===== config.mk =====
export PLATFORM = sky130hd
export DESIGN_NAME = mem_access_unit
export DESIGN_NICKNAME = d
export VERILOG_FILES = /design/src/rtl/mem_access_unit.sv
export SDC_FILE = /design/constraint.sdc
export NUM_CORES = 1
export LEC_CHECK = 0
export ABC_AREA = 1
export CAP_MARGIN = 20
export CELL_PAD_IN_SITES_DETAIL_PLACEMENT = 0
export CELL_PAD_IN_SITES_GLOBAL_PLACEMENT = 1
export CORE_UTILIZATION = 33
export DETAILED_ROUTE_END_ITERATION = 12
export PLACE_DENSITY_LB_ADDON = 0.1
export RECOVER_POWER = 25
export SLEW_MARGIN = 20
export SYNTH_ARGS = -nofsm -noshare
export SYNTH_HDL_FRONTEND = slang
export SYNTH_SLANG_ARGS = --single-unit

===== constraint.sdc =====
create_clock -name clk -period 2.78 [get_ports clk]
set_clock_uncertainty 0.15 [all_clocks]
set_input_delay 0.695 -clock clk [delete_from_list [all_inputs] [get_ports clk]]
set_output_delay 0.695 -clock clk [all_outputs]
set_load 0.01 [all_outputs]

===== src/rtl/mem_access_unit.sv =====
// -----------------------------------------------------------------------------
// mem_access_unit
// Initiator side of the data-memory port. Accepts one MIPS load/store request
// at a time (LB/LBU/LH/LHU/LW/SB/SH/SW), drives the word-addressed memory with
// word address, byte-lane select and a one-cycle write or read strobe, then
// returns a formatted response (lane extract plus sign/zero extension).
// Misaligned accesses and the illegal size code are answered with resp_err
// and never reach the memory.
//
// Ports
//   clk, rst_n            clock (rising edge), async active-low reset
//   req_valid/req_ready   request handshake (ready only while idle)
//   req_we, req_op        1=store; op[1:0] size 00/01/10 (11 illegal), op[2] unsigned load
//   req_addr, req_wdata   byte address, right-aligned store data
//   resp_valid/resp_ready response handshake, response held until taken
//   resp_rdata, resp_err  formatted load data (0 for stores/errors), error flag
//   mem_addr, mem_wdata   word address, lane-replicated store data
//   mem_sel               byte enables, sel[0] = bits 7:0
//   mem_str, mem_ld       one-cycle write / read strobes
//   mem_rdata             memory read data, valid one clock after mem_ld
// -----------------------------------------------------------------------------
module mem_access_unit #(
   parameter int MEM_ADDR_BITS = 10,
   parameter int MEM_DATA_BITS = 32
) (
   input  logic                     clk,
   input  logic                     rst_n,
   input  logic                     req_valid,
   output logic                     req_ready,
   input  logic                     req_we,
   input  logic [2:0]               req_op,
   input  logic [31:0]              req_addr,
   input  logic [31:0]              req_wdata,
   output logic                     resp_valid,
   input  logic                     resp_ready,
   output logic [31:0]              resp_rdata,
   output logic                     resp_err,
   output logic [MEM_ADDR_BITS-1:0] mem_addr,
   output logic [MEM_DATA_BITS-1:0] mem_wdata,
   output logic [3:0]               mem_sel,
   output logic                     mem_str,
   output logic                     mem_ld,
   input  logic [MEM_DATA_BITS-1:0] mem_rdata
);

   typedef enum logic [1:0] {
      IDLE    = 2'd0,
      ISSUE   = 2'd1,
      CAPTURE = 2'd2,
      RESP    = 2'd3
   } state_t;

   state_t      state_r;
   logic [2:0]  op_r;
   logic [1:0]  off_r;
   logic        we_r;

   // Address bits above the memory size wrap and are deliberately dropped.
   logic unused_addr_s;
   assign unused_addr_s = ^req_addr[31:MEM_ADDR_BITS+2];

   // Illegal size or an address not aligned to the access size.
   function automatic logic misaligned(input logic [1:0] size, input logic [1:0] off);
      case (size)
         2'b00:   misaligned = 1'b0;
         2'b01:   misaligned = off[0];
         2'b10:   misaligned = (off != 2'b00);
         default: misaligned = 1'b1;
      endcase
   endfunction

   function automatic logic [3:0] lane_sel(input logic [1:0] size, input logic [1:0] off);
      case (size)
         2'b00:   lane_sel = 4'b0001 << off;
         2'b01:   lane_sel = off[1] ? 4'b1100 : 4'b0011;
         2'b10:   lane_sel = 4'b1111;
         default: lane_sel = 4'b0000;
      endcase
   endfunction

   // Store data is replicated so the memory only needs the sel mask.
   function automatic logic [31:0] lane_wdata(input logic [1:0] size, input logic [31:0] wd);
      case (size)
         2'b00:   lane_wdata = {4{wd[7:0]}};
         2'b01:   lane_wdata = {2{wd[15:0]}};
         default: lane_wdata = wd;
      endcase
   endfunction

   function automatic logic [31:0] fmt_load(input logic [2:0] op, input logic [1:0] off,
                                            input logic [31:0] d);
      logic [7:0]  b;
      logic [15:0] h;
      b = d[{off, 3'b000} +: 8];
      h = off[1] ? d[31:16] : d[15:0];
      case (op[1:0])
         2'b00:   fmt_load = op[2] ? {24'h000000, b} : {{24{b[7]}}, b};
         2'b01:   fmt_load = op[2] ? {16'h0000, h} : {{16{h[15]}}, h};
         2'b10:   fmt_load = d;
         default: fmt_load = 32'h0000_0000;
      endcase
   endfunction

   // Request FSM with all outputs registered; strobes and sel live only in ISSUE.
   always_ff @(posedge clk or negedge rst_n) begin
      if (!rst_n) begin
         state_r    <= IDLE;
         op_r       <= 3'b000;
         off_r      <= 2'b00;
         we_r       <= 1'b0;
         req_ready  <= 1'b1;
         resp_valid <= 1'b0;
         resp_rdata <= 32'h0000_0000;
         resp_err   <= 1'b0;
         mem_addr   <= '0;
         mem_wdata  <= '0;
         mem_sel    <= 4'b0000;
         mem_str    <= 1'b0;
         mem_ld     <= 1'b0;
      end else begin
         case (state_r)
            IDLE: begin
               if (req_valid && req_ready) begin
                  op_r      <= req_op;
                  off_r     <= req_addr[1:0];
                  we_r      <= req_we;
                  req_ready <= 1'b0;
                  if (misaligned(req_op[1:0], req_addr[1:0])) begin
                     resp_err   <= 1'b1;
                     resp_rdata <= 32'h0000_0000;
                     resp_valid <= 1'b1;
                     state_r    <= RESP;
                  end else begin
                     mem_addr  <= req_addr[MEM_ADDR_BITS+1:2];
                     mem_sel   <= lane_sel(req_op[1:0], req_addr[1:0]);
                     mem_wdata <= lane_wdata(req_op[1:0], req_wdata);
                     mem_str   <= req_we;
                     mem_ld    <= ~req_we;
                     resp_err  <= 1'b0;
                     state_r   <= ISSUE;
                  end
               end
            end
            ISSUE: begin
               mem_str <= 1'b0;
               mem_ld  <= 1'b0;
               mem_sel <= 4'b0000;
               if (we_r) begin
                  resp_rdata <= 32'h0000_0000;
                  resp_valid <= 1'b1;
                  state_r    <= RESP;
               end else begin
                  state_r <= CAPTURE;
               end
            end
            CAPTURE: begin
               // Memory answers one clock after the read strobe.
               resp_rdata <= fmt_load(op_r, off_r, mem_rdata);
               resp_valid <= 1'b1;
               state_r    <= RESP;
            end
            RESP: begin
               if (resp_ready) begin
                  resp_valid <= 1'b0;
                  resp_err   <= 1'b0;
                  resp_rdata <= 32'h0000_0000;
                  req_ready  <= 1'b1;
                  state_r    <= IDLE;
               end
            end
            default: begin
               state_r   <= IDLE;
               req_ready <= 1'b1;
            end
         endcase
      end
   end

endmodule


# Word-level counts from Yosys, hierarchy flattened
# Index checks and enable logic that the tools add are counted.
[classes]
reduce_logical = 13
n_shift = 2
muxes = 40
eq_ne = 12
bitwise_logic = 2
[ops]
columns = ["cell", "n"]
rows = [
  ["$mux W32", 6],
  ["$pmux W32 S4", 1],
  ["$pmux W32 S3", 1],
  ["$pmux W32 S2", 1],
  ["$shiftx A32 B6 Y8", 1],
  ["$mux W16", 1],
  ["$mux W1", 15],
  ["$mux W4", 3],
  ["$pmux W4 S3", 1],
  ["$ne A2 B2 Y1 const B", 5],
  ["$reduce_and A3 Y1", 3],
  ["$eq A2 B2 Y1 const B", 4],
  ["$pmux W1 S2", 4],
  ["$pmux W2 S4", 1],
  ["$pmux W4 S2", 1],
  ["$eq A2 B1 Y1 const B", 3],
  ["$logic_not A2 Y1", 3],
  ["$mux W2", 3],
  ["$reduce_bool A2 Y1", 3],
  ["$pmux W1 S4", 1],
  ["$reduce_and A2 Y1", 2],
  ["$reduce_and A4 Y1", 1],
  ["$shl A1 B2 Y4 const A", 1],
  ["$pmux W1 S3", 1],
  ["2 further kinds", 3],
]
[word_totals]
elab_cells = 82
regBits = 91
in_bits = 104
output_inout_bits = 83

# Depth between registers and ports, before layout
[depth]
ltp_word = 7
ltp_mapped = 11
mapped_depth_nobuf = 9

# Least setup slack after synthesis
# Ideal clock, no wire load.
[synth_path]
path_kind = "input port to flip-flop"
startpoint = "input req_op[1]"
endpoint = "register mem_wdata[11]"
t_arrival_ps = 1657
cell_stages = 9
path_buffers = 3
t_required_ps = 2508
setup_time_ps = 122
setup_slack_ps = 850
cell_sequence = "buf_4 > o21ai_4 > nand2_4 > nor2_8 > nand2_4 > buf_6 > buf_6 > nand2_1 > o21ai_1"
[synth_between]
elab_chain_len = 6
word_cells_on_any_way = 9
cone_classes = "2 x eq/ne; 4 x mux; 1 x bitwise; 2 x reduce/logical"
[synth_lines]
columns = ["item", "line_no", "text"]
rows = [
  ["start: declaration", "31", "input logic [2:0] req_op,"],
  ["$eq A2 B2 Y1, or another cell as far along", "64", "case (size)"],
  ["$pmux W1 S3", "64", ""],
  ["$mux W1", "123", "if (req_valid && req_ready) begin"],
  ["$mux W1", "121", "case (state_r)"],
  ["$not A1 Y1 (no line)", "--", ""],
  ["$reduce_and A3 Y1 (no line)", "--", ""],
  ["end signal: assignment", "136", "mem_wdata <= lane_wdata(req_op[1:0], req_wdata);"],
  ["end: declaration", "39", "output logic [MEM_DATA_BITS-1:0] mem_wdata,"],
]
# Parallel ways exist; a longest one is shown, timed or not. The select of a mux whose other input is x is not followed.
# A chain may end at the register's enable or synchronous reset.

# Final worst setup path
[layout_path]
startpoint = "register req_ready"
endpoint = "output req_ready"
[layout_rtl]
columns = ["item", "line_no", "text"]
rows = [
  ["start: declaration", "29", "output logic req_ready,"],
  ["start signal: assignment", "111", "req_ready <= 1'b1;"],
  ["start signal: assignment", "127", "req_ready <= 1'b0;"],
  ["start signal: assignment", "167", "req_ready <= 1'b1;"],
]
# No word-level cell between the ends.

==> results_tabular.tex <==
\begin{tabular}{lr}
\hline
Metric & Value \\
\hline
\multicolumn{2}{l}{\textbf{Timing}} \\
\quad Summed negative setup slack over all endpoints & 0 ns \\
\quad Slew Limit Fails & 0 \\
\quad Share of the cycle needed by the critical path after routing & 82.2\% \\
\quad Highest Clock Rate & around 440 MHz \\
\quad Finish-stage setup viols & 0 \\
\quad Setup repair after global routing missed its margin & false \\
\quad Max-slew headroom at the worst pin & about 30\% \\
\quad Final hold viol count & 0 \\
\quad Min cycle time layout & 2.29 ns \\
\quad Worst Tran Pin Value & 1.04 ns \\
\multicolumn{2}{l}{\textbf{CTS}} \\
\quad CTS tree & built \\
\quad Skew-Pair Late Insertion Delay & 0.34 ns \\
\quad Total CTS buffers & 9 \\
\quad Number of hold buffers added after CTS & 0 \\
\quad CTS HTree Levels & 3 \\
\quad Clock Sink Count & 91 \\
\quad Clk root buf & clkbuf\_16 \\
\quad Largest buffer count on any clock path & 2 \\
\quad Post-CTS sizing & 0 \\
\quad Reg clk slew, reported paths & approximately 0.07 ns \\
\quad Postcts setup bufs & 0 \\
\multicolumn{2}{l}{\textbf{Hold path}} \\
\quad Hold Crit Class & register to register \\
\multicolumn{2}{l}{\textbf{Setup path}} \\
\quad Critical Path Max Stage Delay & 0.56 ns \\
\quad Crit. End Element & output port \\
\quad Data arrival time of the worst path & approximately 1.4 ns \\
\quad Worst Setup Path Type & register to output port \\
\quad Top fanout value on the critical path & 4 \\
\quad Slowest-stage cell, CP & dfstp\_2 \\
\quad Number of buffer and inverter stages on the critical path & 1 \\
\quad Top cell family by delay on the critical path & flip-flops \\
\quad Cells along the critical path & clkdlybuf4s50\_1 \\
\quad CP Launch Type & register \\
\quad Required time worst endpoint & 1.93 ns \\
\multicolumn{2}{l}{\textbf{Floorplan}} \\
\quad Number of cell rows & 44 \\
\quad Die Span X & 123 µm \\
\quad Chip Height & 123 µm \\
\quad Floorplan core area & 14500 µm² \\
\quad Initial Util & approximately a third \\
\quad Die Outline Area & about 15000 µm² \\
\quad Total I/O pin count & 187 \\
\multicolumn{2}{l}{\textbf{Power and ir drop}} \\
\quad Fraction of power consumed by the clock network & approximately a fifth \\
\quad Leakage power figure & about 3.6 nW \\
\quad Proportion of power drawn by flip-flops and latches & 32.3\% \\
\quad Worst voltage drop across the vdd grid & 0.515 mV \\
\quad Switching pwr & between 2 and 3 mW \\
\quad Pwr/cell area & 953 nW/µm² \\
\quad Switching part of the total & between 30\% and 40\% \\
\quad Share of power burned in combinational logic & 48.8\% \\
\quad Int Pwr & 4.10 mW \\
\multicolumn{2}{l}{\textbf{Placement}} \\
\quad Detailed Place HPWL & 10200 µm \\
\quad Number of port buffers & 166 \\
\quad Area of placed instances & 6750 µm² \\
\quad Global placer's final weighted congestion & 0.869 \\
\multicolumn{2}{l}{\textbf{Synth}} \\
\quad Count of mapped cells out of synthesis & 679 \\
\quad Top\_reg\_cell synth & dfrtp\_1 \\
\quad Number of enable flip-flop cells after synthesis & 0 \\
\quad Top cell type's share of synthesized area & 46.3\% \\
\quad Synthesized area per cell & 7.17 µm² \\
\quad Number of different library cells in the post-synthesis netlist & 30 \\
\quad Flip-flop and latch count after synthesis & 91 \\
\quad Warnings from Yosys & 0 \\
\quad Async set-reset flop share out of synthesis & 100\% \\
\quad Post-synthesis instance area & 4870 µm² \\
\quad Largest area contributor in the synthesized netlist & dfrtp\_1 \\
\quad Fraction of the yosys area taken by sequential cells & 46.8\% \\
\quad Synthesized netlist net count & 788 \\
\quad Cell types with the largest area share after synthesis & dfrtp\_1 46\%, nand2\_1 27\%, o21ai\_0 4.1\%, inv\_1 3.7\%, nor2\_1 2.9\% \\
\multicolumn{2}{l}{\textbf{GRT}} \\
\quad Global router's overall resource usage & 19.0\% \\
\quad Largest net degree at the start of global routing & 54 \\
\quad Via count of the first global-routing pass & 4479 \\
\quad Wire length of the first global-routing pass & 22000 µm \\
\quad Total grt overflow & 0 \\
\quad Initial antenna violation count & 0 \\
\multicolumn{2}{l}{\textbf{Route}} \\
\quad WL per Instance & 13.6 µm \\
\quad Pre-Repair DR Iteration Count & 4 \\
\quad Routed Antenna Nets & 0 \\
\quad Overall via count from detail\_route & 4676 \\
\quad WL final & 14000 µm \\
\quad Via density per instance & 4.55 \\
\quad DRC violation count after routing & 0 \\
\quad DRC violation total after the first TritonRoute iteration & 215 \\
\multicolumn{2}{l}{\textbf{Outcome}} \\
\quad Status & completed \\
\multicolumn{2}{l}{\textbf{Cells and area}} \\
\quad Post-route design area & 7030 µm² \\
\quad Ratio of cells with drive above 1 in the final layout & under 10\% \\
\quad \# diodes & 0 \\
\quad Area growth from synthesis to layout & 44.5\% \\
\quad Final layout net count & 949 \\
\quad Final standard cell utilization of the core & 48.6\% \\
\multicolumn{2}{l}{\textbf{Flow run}} \\
\quad Max cap viols & 0 \\
\hline
\end{tabular}
[cells in the mapped netlist, types with 2 or more instances]
cell type    n
o21ai_1     12
nand4_1      4
nand3_1     21
nand2_1    350
inv_2        2
nand2_4      4
dfrtp_1     90
a21oi_1     14
nand2_2      4
o21ai_0     40
ha_1         5
nor2_2       3
inv_1       48
buf_2       15
nor2_1      37
buf_6        7
a22oi_1      3
clkbuf_1     6
nor2_4       3
[worst min-delay path: stages (launching register included)]
cell	delay, ns
dfrtp_1	0.34
nand2_1	0.05
nand2_1	0.04
[cell type report]
type	count	area, µm²
multi-input combinational	508	2210
clock inverter	5	62.6
timing repair buffer	180	1820
sequential	91	2280
tap	184	230
fill	1462	7450
clock buffer	10	239
inverter	50	188
[kinds of logic (layout without fill, tap and decap cells)]
family,Yosys count,after routing,synth area share [%]
compound gates,72,72,7.87
buf+inv,80,245,7.71
simple gates,431,431,36.3
flops,91,91,46.8
fa+ha+maj,5,5,1.29
[per-stage QoR]
stage / cells / hold slack, ns / power [mW] / setup WS [ns]
after detailed placement: 1013 / 0.309 / 5.50 / 0.218
after CTS: 1028 / 0.0767 / 6.81 / 0.474
after floorplan: 679 / 0.249 / 3.91 / 0.850
final: 1028 / 0.322 / 6.70 / 0.495
after global routing: 1028 / 0.351 / 7.28 / 0.363
after global placement: 1013 / 0.305 / 5.46 / 0.240
[routing by layer]
layer | vias to the layer above | track usage, % | share of wire (%) | wire [µm]
li1 | 2402 | - | - | -
met1 | 2136 | 24.1 | 46 | 6480
met2 | 127 | 30.7 | 46 | 6400
met3 | 11 | 4.80 | 6.7 | 937
met4 | 0 | 7.68 | 1.3 | 186
met5 | - | 0 | 0 | 0
[power groups by stage]
stage | registers [mW] | clock network [mW] | logic (mW)
global placement | 2.17 | 0 | 3.30
finish | 2.17 | 1.26 | 3.27
global route | 2.24 | 1.37 | 3.67
floorplan | 2.35 | 0 | 1.55
detailed placement | 2.18 | 0 | 3.32
CTS | 2.17 | 1.31 | 3.34
[final timing paths]
kind                          startpoint        endpoint  slack [ns]  cells after the start
max                            req_ready       req_ready        0.49                      1
min                        mem_wdata[18]   mem_wdata[18]        0.32                      2
max reg2reg                   state_r[0]  resp_rdata[17]        0.75                     10
min reg2reg                mem_wdata[18]   mem_wdata[18]        0.32                      2
max in group asynchronous          rst_n   mem_wdata[23]        0.71                      2
min in group asynchronous          rst_n   resp_rdata[1]        0.36                      1
[registers in the layout, indices dropped and copies added (netlist names), 2 cells and up]
signal      flops
op_r            3
mem_sel         4
off_r           2
resp_rdata     32
mem_addr       10
state_r         2
mem_wdata      32
[cells in the final DEF (no fill, tap or decap), drive strengths merged, types with 2 or more instances in the layout]
| cell type | Yosys | final |
|---|---|---|
| a22oi | 3 | 3 |
| nand2 | 358 | 358 |
| dfrtp | 90 | 90 |
| inv | 50 | 51 |
| clkinvlp | 0 | 2 |
| o21ai | 53 | 53 |
| clkbuf | 6 | 12 |
| ha | 5 | 5 |
| nor2 | 44 | 44 |
| nand3 | 23 | 23 |
| buf | 24 | 13 |
| a21oi | 14 | 14 |
| clkdlybuf4s50 | 0 | 165 |
| nand4 | 4 | 4 |
(Power assumes the default switching activity.)
